$ cat config.mk
export PLATFORM = sky130hd
export DESIGN_NAME = fifo_grant_sched
export DESIGN_NICKNAME = d
export VERILOG_FILES = /design/src/rtl/fifo_grant_sched.sv
export SDC_FILE = /design/constraint.sdc
export NUM_CORES = 1
export LEC_CHECK = 0
export ABC_AREA = 0
export CORE_MARGIN = 1.5
export CORE_UTILIZATION = 50
export CTS_CLUSTER_DIAMETER = 40
export CTS_CLUSTER_SIZE = 24
export DETAILED_ROUTE_END_ITERATION = 6
export GPL_ROUTABILITY_DRIVEN = 0
export PLACE_DENSITY_LB_ADDON = 0.05
export SLEW_MARGIN = 20
export SYNTH_ARGS = -nofsm -noshare
export SYNTH_HDL_FRONTEND = slang
export SYNTH_SLANG_ARGS = --single-unit
$ cat constraint.sdc
create_clock -name clk -period 10.28 [get_ports clk]
set_clock_uncertainty 0.1 [all_clocks]
set_input_delay 2.57 -clock clk [delete_from_list [all_inputs] [get_ports clk]]
set_output_delay 2.57 -clock clk [all_outputs]
set_load 0.1 [all_outputs]
$ cat src/rtl/fifo_grant_sched.sv
// fifo_grant_sched: four-requester scheduler that serves rising requests in
// arrival order with a one-hot grant, a bounded tenure and a forced idle
// cycle between tenures.
module fifo_grant_sched #(
   parameter int unsigned HOLD_MAX = 8
) (
   input  logic       clk,
   input  logic       rst,
   input  logic [3:0] req,
   output logic [3:0] grant,
   output logic [1:0] owner,
   output logic       busy,
   output logic [2:0] qcount,
   output logic       timeout
);

   typedef enum logic [1:0] {StIdle, StGrant, StGap} state_e;

   localparam logic [7:0] HoldLast = 8'(HOLD_MAX - 1);

   state_e     st_q, st_d;
   logic [1:0] fifo_q [4];
   logic [1:0] fifo_d [4];
   logic [2:0] count_q, count_d;
   logic [3:0] req_q;
   logic [3:0] pend_q, pend_d;
   logic [1:0] owner_q, owner_d;
   logic [7:0] hold_q, hold_d;
   logic       timeout_q, timeout_d;
   logic [3:0] new_req;
   logic [3:0] pend_clr;
   logic       pop;
   logic [1:0] head;

   // Queue update: pop uses pre-edge contents, then new requests are appended
   // lowest index first.
   always_comb begin
      new_req = req & ~req_q & ~pend_q;
      head    = fifo_q[0];
      pop     = (st_q != StGrant) && (count_q != 3'd0);
      fifo_d  = fifo_q;
      count_d = count_q;
      if (pop) begin
         for (int i = 0; i < 3; i++) fifo_d[i] = fifo_q[i + 1];
         fifo_d[3] = 2'd0;
         count_d   = count_q - 3'd1;
      end
      // One entry per requester and depth 4, so count_d never exceeds 4 here.
      for (int i = 0; i < 4; i++) begin
         if (new_req[i]) begin
            fifo_d[count_d[1:0]] = 2'(i);
            count_d              = count_d + 3'd1;
         end
      end
   end

   // Tenure FSM: start from the queue head, end on request drop or hold limit.
   always_comb begin
      st_d      = st_q;
      owner_d   = owner_q;
      hold_d    = hold_q;
      timeout_d = 1'b0;
      pend_clr  = 4'b0000;
      case (st_q)
         StIdle, StGap: begin
            st_d = StIdle;
            if (pop) begin
               if (req[head]) begin
                  st_d    = StGrant;
                  owner_d = head;
                  hold_d  = 8'd0;
               end else begin
                  // Stale entry: requester gave up before its turn.
                  pend_clr[head] = 1'b1;
               end
            end
         end
         StGrant: begin
            if (!req[owner_q]) begin
               st_d              = StGap;
               pend_clr[owner_q] = 1'b1;
            end else if (hold_q == HoldLast) begin
               st_d              = StGap;
               pend_clr[owner_q] = 1'b1;
               timeout_d         = 1'b1;
            end else begin
               hold_d = hold_q + 8'd1;
            end
         end
         default: st_d = StIdle;
      endcase
      pend_d = (pend_q & ~pend_clr) | new_req;
   end

   // State registers with synchronous reset.
   always_ff @(posedge clk) begin
      if (rst) begin
         st_q      <= StIdle;
         for (int i = 0; i < 4; i++) fifo_q[i] <= 2'd0;
         count_q   <= 3'd0;
         req_q     <= 4'b0000;
         pend_q    <= 4'b0000;
         owner_q   <= 2'd0;
         hold_q    <= 8'd0;
         timeout_q <= 1'b0;
      end else begin
         st_q      <= st_d;
         fifo_q    <= fifo_d;
         count_q   <= count_d;
         req_q     <= req;
         pend_q    <= pend_d;
         owner_q   <= owner_d;
         hold_q    <= hold_d;
         timeout_q <= timeout_d;
      end
   end

   assign grant   = (st_q == StGrant) ? (4'b0001 << owner_q) : 4'b0000;
   assign owner   = (st_q == StGrant) ? owner_q : 2'd0;
   assign busy    = |grant;
   assign qcount  = count_q;
   assign timeout = timeout_q;

endmodule

==> results of run 1 <==
final cells by class:
class,count,area (sq um),area share
multi-input combinational,177,1241,0.5406
timing repair buffer,18,175.2,0.07629
clock inverter,1,30.03,0.01308
sequential,32,640.6,0.2790
tap,48,60.06,0.02616
clock buffer,7,96.34,0.04196
inverter,12,52.55,0.02289
cell families after synthesis:
kind of cell / share of synthesized area
AO/OA/AOI/OAI: 0.1411
AND/OR/NAND/NOR: 0.2416
flip-flops: 0.3255
multiplexers: 0.06866
XOR/XNOR: 0.08392
adder cells (fa/ha/maj): 0.09536
buffers and inverters: 0.04387
flip-flops by register name, indices dropped and copies added (netlist names):
register,count
hold_q,8
fifo_q,6
pend_q,4
req_q,4
qcount,3
head,2
owner_q,2
st_q,2
timeout,1
layer usage:
layer / vias up / track usage / share of wire
li1: 831 / - / -
met1: 794 / 0.2735 / 0.44
met2: 29 / 0.3889 / 0.50
met3: 10 / 0.05137 / 0.030
met4: 0 / 0.09896 / 0.022
met5: - / 0 / 0
critical path, delay by kind of cell:
kind                       cells  cell delay, ns
and+or+nand+nor                5            0.83
buffers and inverters          3            0.83
adders and majority gates      2            0.63
xor gates and xnor gates       2            0.42
muxes                          1            0.25
metrics by stage:
step / power (uW) / utilization / hold WS (ns)
floorplan: 585.2 / - / 0.3480
CTS: 823.2 / 0.6178 / 0.3927
global placement: 666.5 / 0.5838 / 0.3624
global route: 876.3 / 0.6178 / 0.4092
detailed placement: 682.7 / 0.5838 / 0.3834
finish: 819.8 / 0.6178 / 0.3909
synth_stat cells (all sizes together) (2+ instances only):
master  instances
a21o            5
a21oi          21
a221oi          3
a31oi           7
and2            3
and3            2
clkbuf          5
dfxtp          32
ha             15
inv            12
mux2i           9
mux4            2
nand2          26
nand2b          3
nand3           6
nor2           23
nor2b           6
nor3            9
nor3b           4
nor4            2
o21ai           4
o311ai          2
or3             2
xnor2          10
xor2            4
placed cells by master, fill, tap and decap left out, types with 7 or more instances in the layout:
master,instances
dfxtp_1,32
nor2_1,22
clkbuf_8,7
nor3_1,8
ha_1,15
xnor2_1,9
nand2_1,26
mux2i_1,9
clkdlybuf4s50_1,16
a31oi_1,7
inv_1,10
a21oi_1,21
report_power, final:
group          internal, uW  switching, uW
clock network          85.5           47.8
registers               150           21.8
logic                   197            318
total                   432            387
worst paths after layout:
kind                          startpoint                endpoint  depth (start not counted)
setup / recovery                  req[0]    qcount[2]$_SDFF_PP0_                         13
hold reg to reg   hold_q[1]$_SDFFE_PP0P_  hold_q[1]$_SDFFE_PP0P_                          2
hold / removal    hold_q[1]$_SDFFE_PP0P_  hold_q[1]$_SDFFE_PP0P_                          2
setup reg to reg    qcount[0]$_SDFF_PP0_    qcount[2]$_SDFF_PP0_                         17
==> flow_summary_export.csv, run 1 <==
group,metric,value,unit
cts,post_cts_resized,0,
yosys,ys.flop_type,"dfxtp_1",
floorplanning,core,3716,sq um
drt,vias,1664,
power_and_ir_drop,p_per_area,357.0,nW/um^2
timing,rsz0062_at_grt,"false",
global_routing,grt_max_degree,28,
placement,placed_area,2170,sq um
global_routing,grt_usage,0.2283,
timing,slew_headroom,0.3234,
run_status,status,"complete, no violations",
placement,io_buffers,16,
worst_setup_path,crit_top_cell,"nor2_1",
power_and_ir_drop,vdd_ir_drop_max,0.1947,mV
global_routing,gr-total-overflow,0,
min_path,hp-class,"flip-flop to flip-flop",
finish,fin_area,2296,sq um
yosys,yosys_warnings,0,
timing,worst_pin_slew,1.012,ns
floorplanning,dieArea,4322,sq um
global_routing,grt_pass1_wl,7486,um
drt,drt_pass1_iterations,4,
yosys,ys_types,45,
worst_setup_path,arrival,5.53,ns
yosys,syn_area,1968,sq um
timing,drv_slew,0,
placement,dp_hpwl,3323,um
power_and_ir_drop,power.leakage,0.0009327,uW
worst_setup_path,cpPeakStageDelay,0.53,ns
timing,setup_ws,4.784,ns
worst_setup_path,r2r_slack,6.41,ns
drt,wl,4519,um
cts,postCtsSetupBuffers,0,
drt,drtAntennaViolNets,0,
timing,setup_tns,0,ns
global_routing,grt_pass1_vias,1645,
finish,antenna_cells,0,
cts,clk_path_buf_depth,2,
run,cap_viol_max_count,0,
yosys,ys_ff_latch,32,
cts,htreeDepth,2,
cts,clock_latency,0.28,ns
finish,syn2layout_area_growth,16.66,%
floorplanning,rows,22,
floorplanning,die-height,65.74,um
yosys,syn-mean-instance-area,8.670,sq um
floorplanning,initial_utilization,0.5296,
cts,clkSinkCount,32,
finish,final_cells,295,
yosys,syn_nets,248,
cts,cts_hold_buf,0,
cts,cts_tree,"built",
drt,routedWlPerCell,15.32,um
finish,nets,267,
yosys,synth_edf_count,0,
placement,placed_cells,287,
drt,drtIter0Drc,108,
worst_setup_path,path_cells,"clkdlybuf4s50_1 -> nor3b_1 -> buf_4 -> xnor3_2 -> inv_1 -> ha_1 -> nor2_1 -> nor2_1 -> ha_1 -> and3_1 -> mux2i_1 -> xnor2_1 -> nor2_1",
worst_setup_path,end_kind,"flip-flop",
timing,max_freq,181.9,MHz
yosys,ys_async_sr_fraction,0,
worst_setup_path,startpoint_type,"input pin",
yosys,synth.area.top_cells,"dfxtp_1, ha_1, a21oi_1, nand2_1, mux2i_1",
placement,place_ws,4.496,ns
cts,clk_pin_slew,0.07,ns
worst_setup_path,worstSetupPathType,"input pin to flip-flop",
floorplanning,ioPinCount,17,
timing,finalCritPeriodShare,0.5347,
yosys,synthCells,227,
yosys,synth_top_cell_by_area,"dfxtp_1",
cts,cts_root_buf,"clkbuf_8",
timing,setup_viol,0,
worst_setup_path,crit_required,10.32,ns
drt,drc,0,
worst_setup_path,cp_slowest_cell,"clkdlybuf4s50_1",
drt,avgViaCountPerCell,5.641,
finish,layout-drive-gt1-share,0.1093,
yosys,seq_area_frac_synth,0.3255,
cts,cts_buffers,5,
yosys,netlist.area_leader.share,0.3255,
timing,hold_viol_final,0,
global_routing,antenna_found_initial,0,
floorplanning,die_w,65.74,um
worst_setup_path,critPathMaxFanout,13,
timing,min_period,5.496,ns
finish,nFillCells,339,
Power figures use the tool's default switching activity.
==> inputs of run 2 (changes only) <==
clock period = 4.8 ns   (was 10.28 ns; I/O delays follow)
==> run 2 against run 1 <==
Setup slack worse by 4.2 ns. Clock power is 49% higher. Register-to-register slack worse by 5.5 ns. Sequential power is 110% higher. Die area stayed put. Core utilization is 1.1 points lower. Highest routed layer unchanged.
==> flow_summary_export.csv, run 2 (same netlist as run 1, synthesis figures left out) <==
group,metric,value,unit
finish,final_cell_mix,"dfxtp_1, nand2_1, nor2_1",
drt,drtAntennaViolNets,0,
finish,fin_area,2255,sq um
cts,post_cts_resized,0,
worst_setup_path,setup.worst_path.start,"req[0]",
cts,clk_path_buf_depth,2,
drt,routedWlPerCell,15.11,um
floorplanning,ioPinCount,17,
finish,final_common_cell,"dfxtp_1",
timing,hold_viol_final,0,
power_and_ir_drop,power.leakage,0.0009144,uW
cts,cts_tree,"built",
timing,worst_pin_slew,1.030,ns
min_path,hold_start,"hold_q[1]$_SDFFE_PP0P_",
power_and_ir_drop,vdd_ir_drop_max,0.4649,mV
worst_setup_path,end_kind,"flip-flop",
finish,antenna_cells,0,
run_status,status,"complete, no violations",
min_path,hp-class,"flip-flop to flip-flop",
worst_setup_path,startpoint_type,"input pin",
finish,top_register,"hold_q",
placement,io_buffers,16,
global_routing,grt_usage,0.2284,
timing,min_period,4.213,ns
timing,setup_tns,0,ns
cts,cts_root_buf,"clkbuf_8",
global_routing,grt_max_degree,28,
worst_setup_path,arrival,4.24,ns
floorplanning,die_w,65.74,um
floorplanning,rows,22,
timing,rsz0062_at_grt,"false",
drt,avgViaCountPerCell,5.685,
power_and_ir_drop,p_per_area,744.6,nW/um^2
cts,htreeDepth,2,
timing,slew_headroom,0.3110,
finish,syn2layout_area_growth,14.56,%
drt,drt_pass1_iterations,4,
global_routing,gr-total-overflow,0,
worst_setup_path,critPathMaxFanout,13,
floorplanning,initial_utilization,0.5296,
finish,layout-drive-gt1-share,0.1053,
cts,cts_hold_buf,0,
drt,vias,1677,
worst_setup_path,r2r-start,"qcount[0]$_SDFF_PP0_",
timing,setup_viol,0,
cts,cts_buffers,5,
cts,clkSinkCount,32,
cts,postCtsSetupBuffers,0,
run,cap_viol_max_count,0,
placement,placed_area,2177,sq um
cts,clk_pin_slew,0.07,ns
global_routing,antenna_found_initial,0,
finish,nets,268,
floorplanning,die-height,65.74,um
cts,clock_latency,0.28,ns
timing,max_freq,237.4,MHz
drt,drc,0,
timing,drv_slew,0,
finish,reg.largest.list,"hold_q (8), fifo_q (6)",
drt,wl,4457,um
global_routing,grt_pass1_wl,7452,um
timing,holdWs,0.3831,ns
drt,drtIter0Drc,84,
placement,dp_hpwl,3311,um
floorplanning,dieArea,4322,sq um
finish,largest_reg_flops,8,
global_routing,grt_pass1_vias,1603,
timing,finalCritPeriodShare,0.8777,
floorplanning,core,3716,sq um
worst_setup_path,crit_required,4.83,ns
worst_setup_path,worstSetupPathType,"input pin to flip-flop",
[run 2: changes by cell type in the layout (fill, tap and decap cells not counted), sizes merged]
cell,delta
clkbuf,-1
clkinv,+1
bufinv,-1
buf,+1
[run 2: critical path, cell delays in order]
cell and delay (ns):
clkdlybuf4s50_1 0.55, nor3b_1 0.24, buf_4 0.24, xnor3_2 0.27, inv_1 0.09, ha_1 0.28
nor2_1 0.05, nor2_1 0.35, ha_1 0.35, and3_1 0.17, mux2i_1 0.25, xnor2_1 0.15
nor2_1 0.05
[run 2: report_power, final]
part,switching (uW),internal [uW],total (uW)
logic,688,425,1110
registers,45.9,322,368
clock network,99.2,98.5,198
total,833,846,1680
[run 2: metal layers]
| metal | vias to the layer above | GRT usage | part of all wire |
|---|---|---|---|
| met5 | - | 0 | 0 |
| met4 | 0 | 0.06250 | 0.013 |
| met3 | 7 | 0.05137 | 0.038 |
| met2 | 35 | 0.4015 | 0.50 |
| met1 | 802 | 0.2780 | 0.45 |
| li1 | 833 | - | - |
[run 2: cell type report]
cell class	instances	area (sq um)
inverters	12	52.55
fillers	344	1461
flip-flops and latches	32	640.6
repair buffers	19	182.7
clock inverters	1	5.005
well taps	48	60.06
multi-input cells	177	1241
clock buffers	6	72.57
[run 2: final timing paths]
check / to / slack, ns / depth (start not counted)
worst max-delay path: qcount[2]$_SDFF_PP0_ / 0.59 / 13
worst min-delay path: hold_q[1]$_SDFFE_PP0P_ / 0.38 / 2
worst max register to register: qcount[2]$_SDFF_PP0_ / 0.90 / 17
worst min register to register: hold_q[1]$_SDFFE_PP0P_ / 0.38 / 2
[run 2: per-stage QoR]
| stage | util | total power, uW | setup slack, ns | instances |
|---|---|---|---|---|
| 6_report | 0.6067 | 1679 | 0.5871 | 295 |
| 5_1_grt | 0.6067 | 1808 | 0.3778 | 295 |
| 4_1_cts | 0.6067 | 1680 | 0.6085 | 295 |
| 3_5_place_dp | 0.5859 | 1469 | 0.3300 | 288 |
| 3_3_place_gp | 0.5859 | 1435 | 0.4791 | 288 |
| 2_1_floorplan | - | 1253 | 0.6546 | 227 |
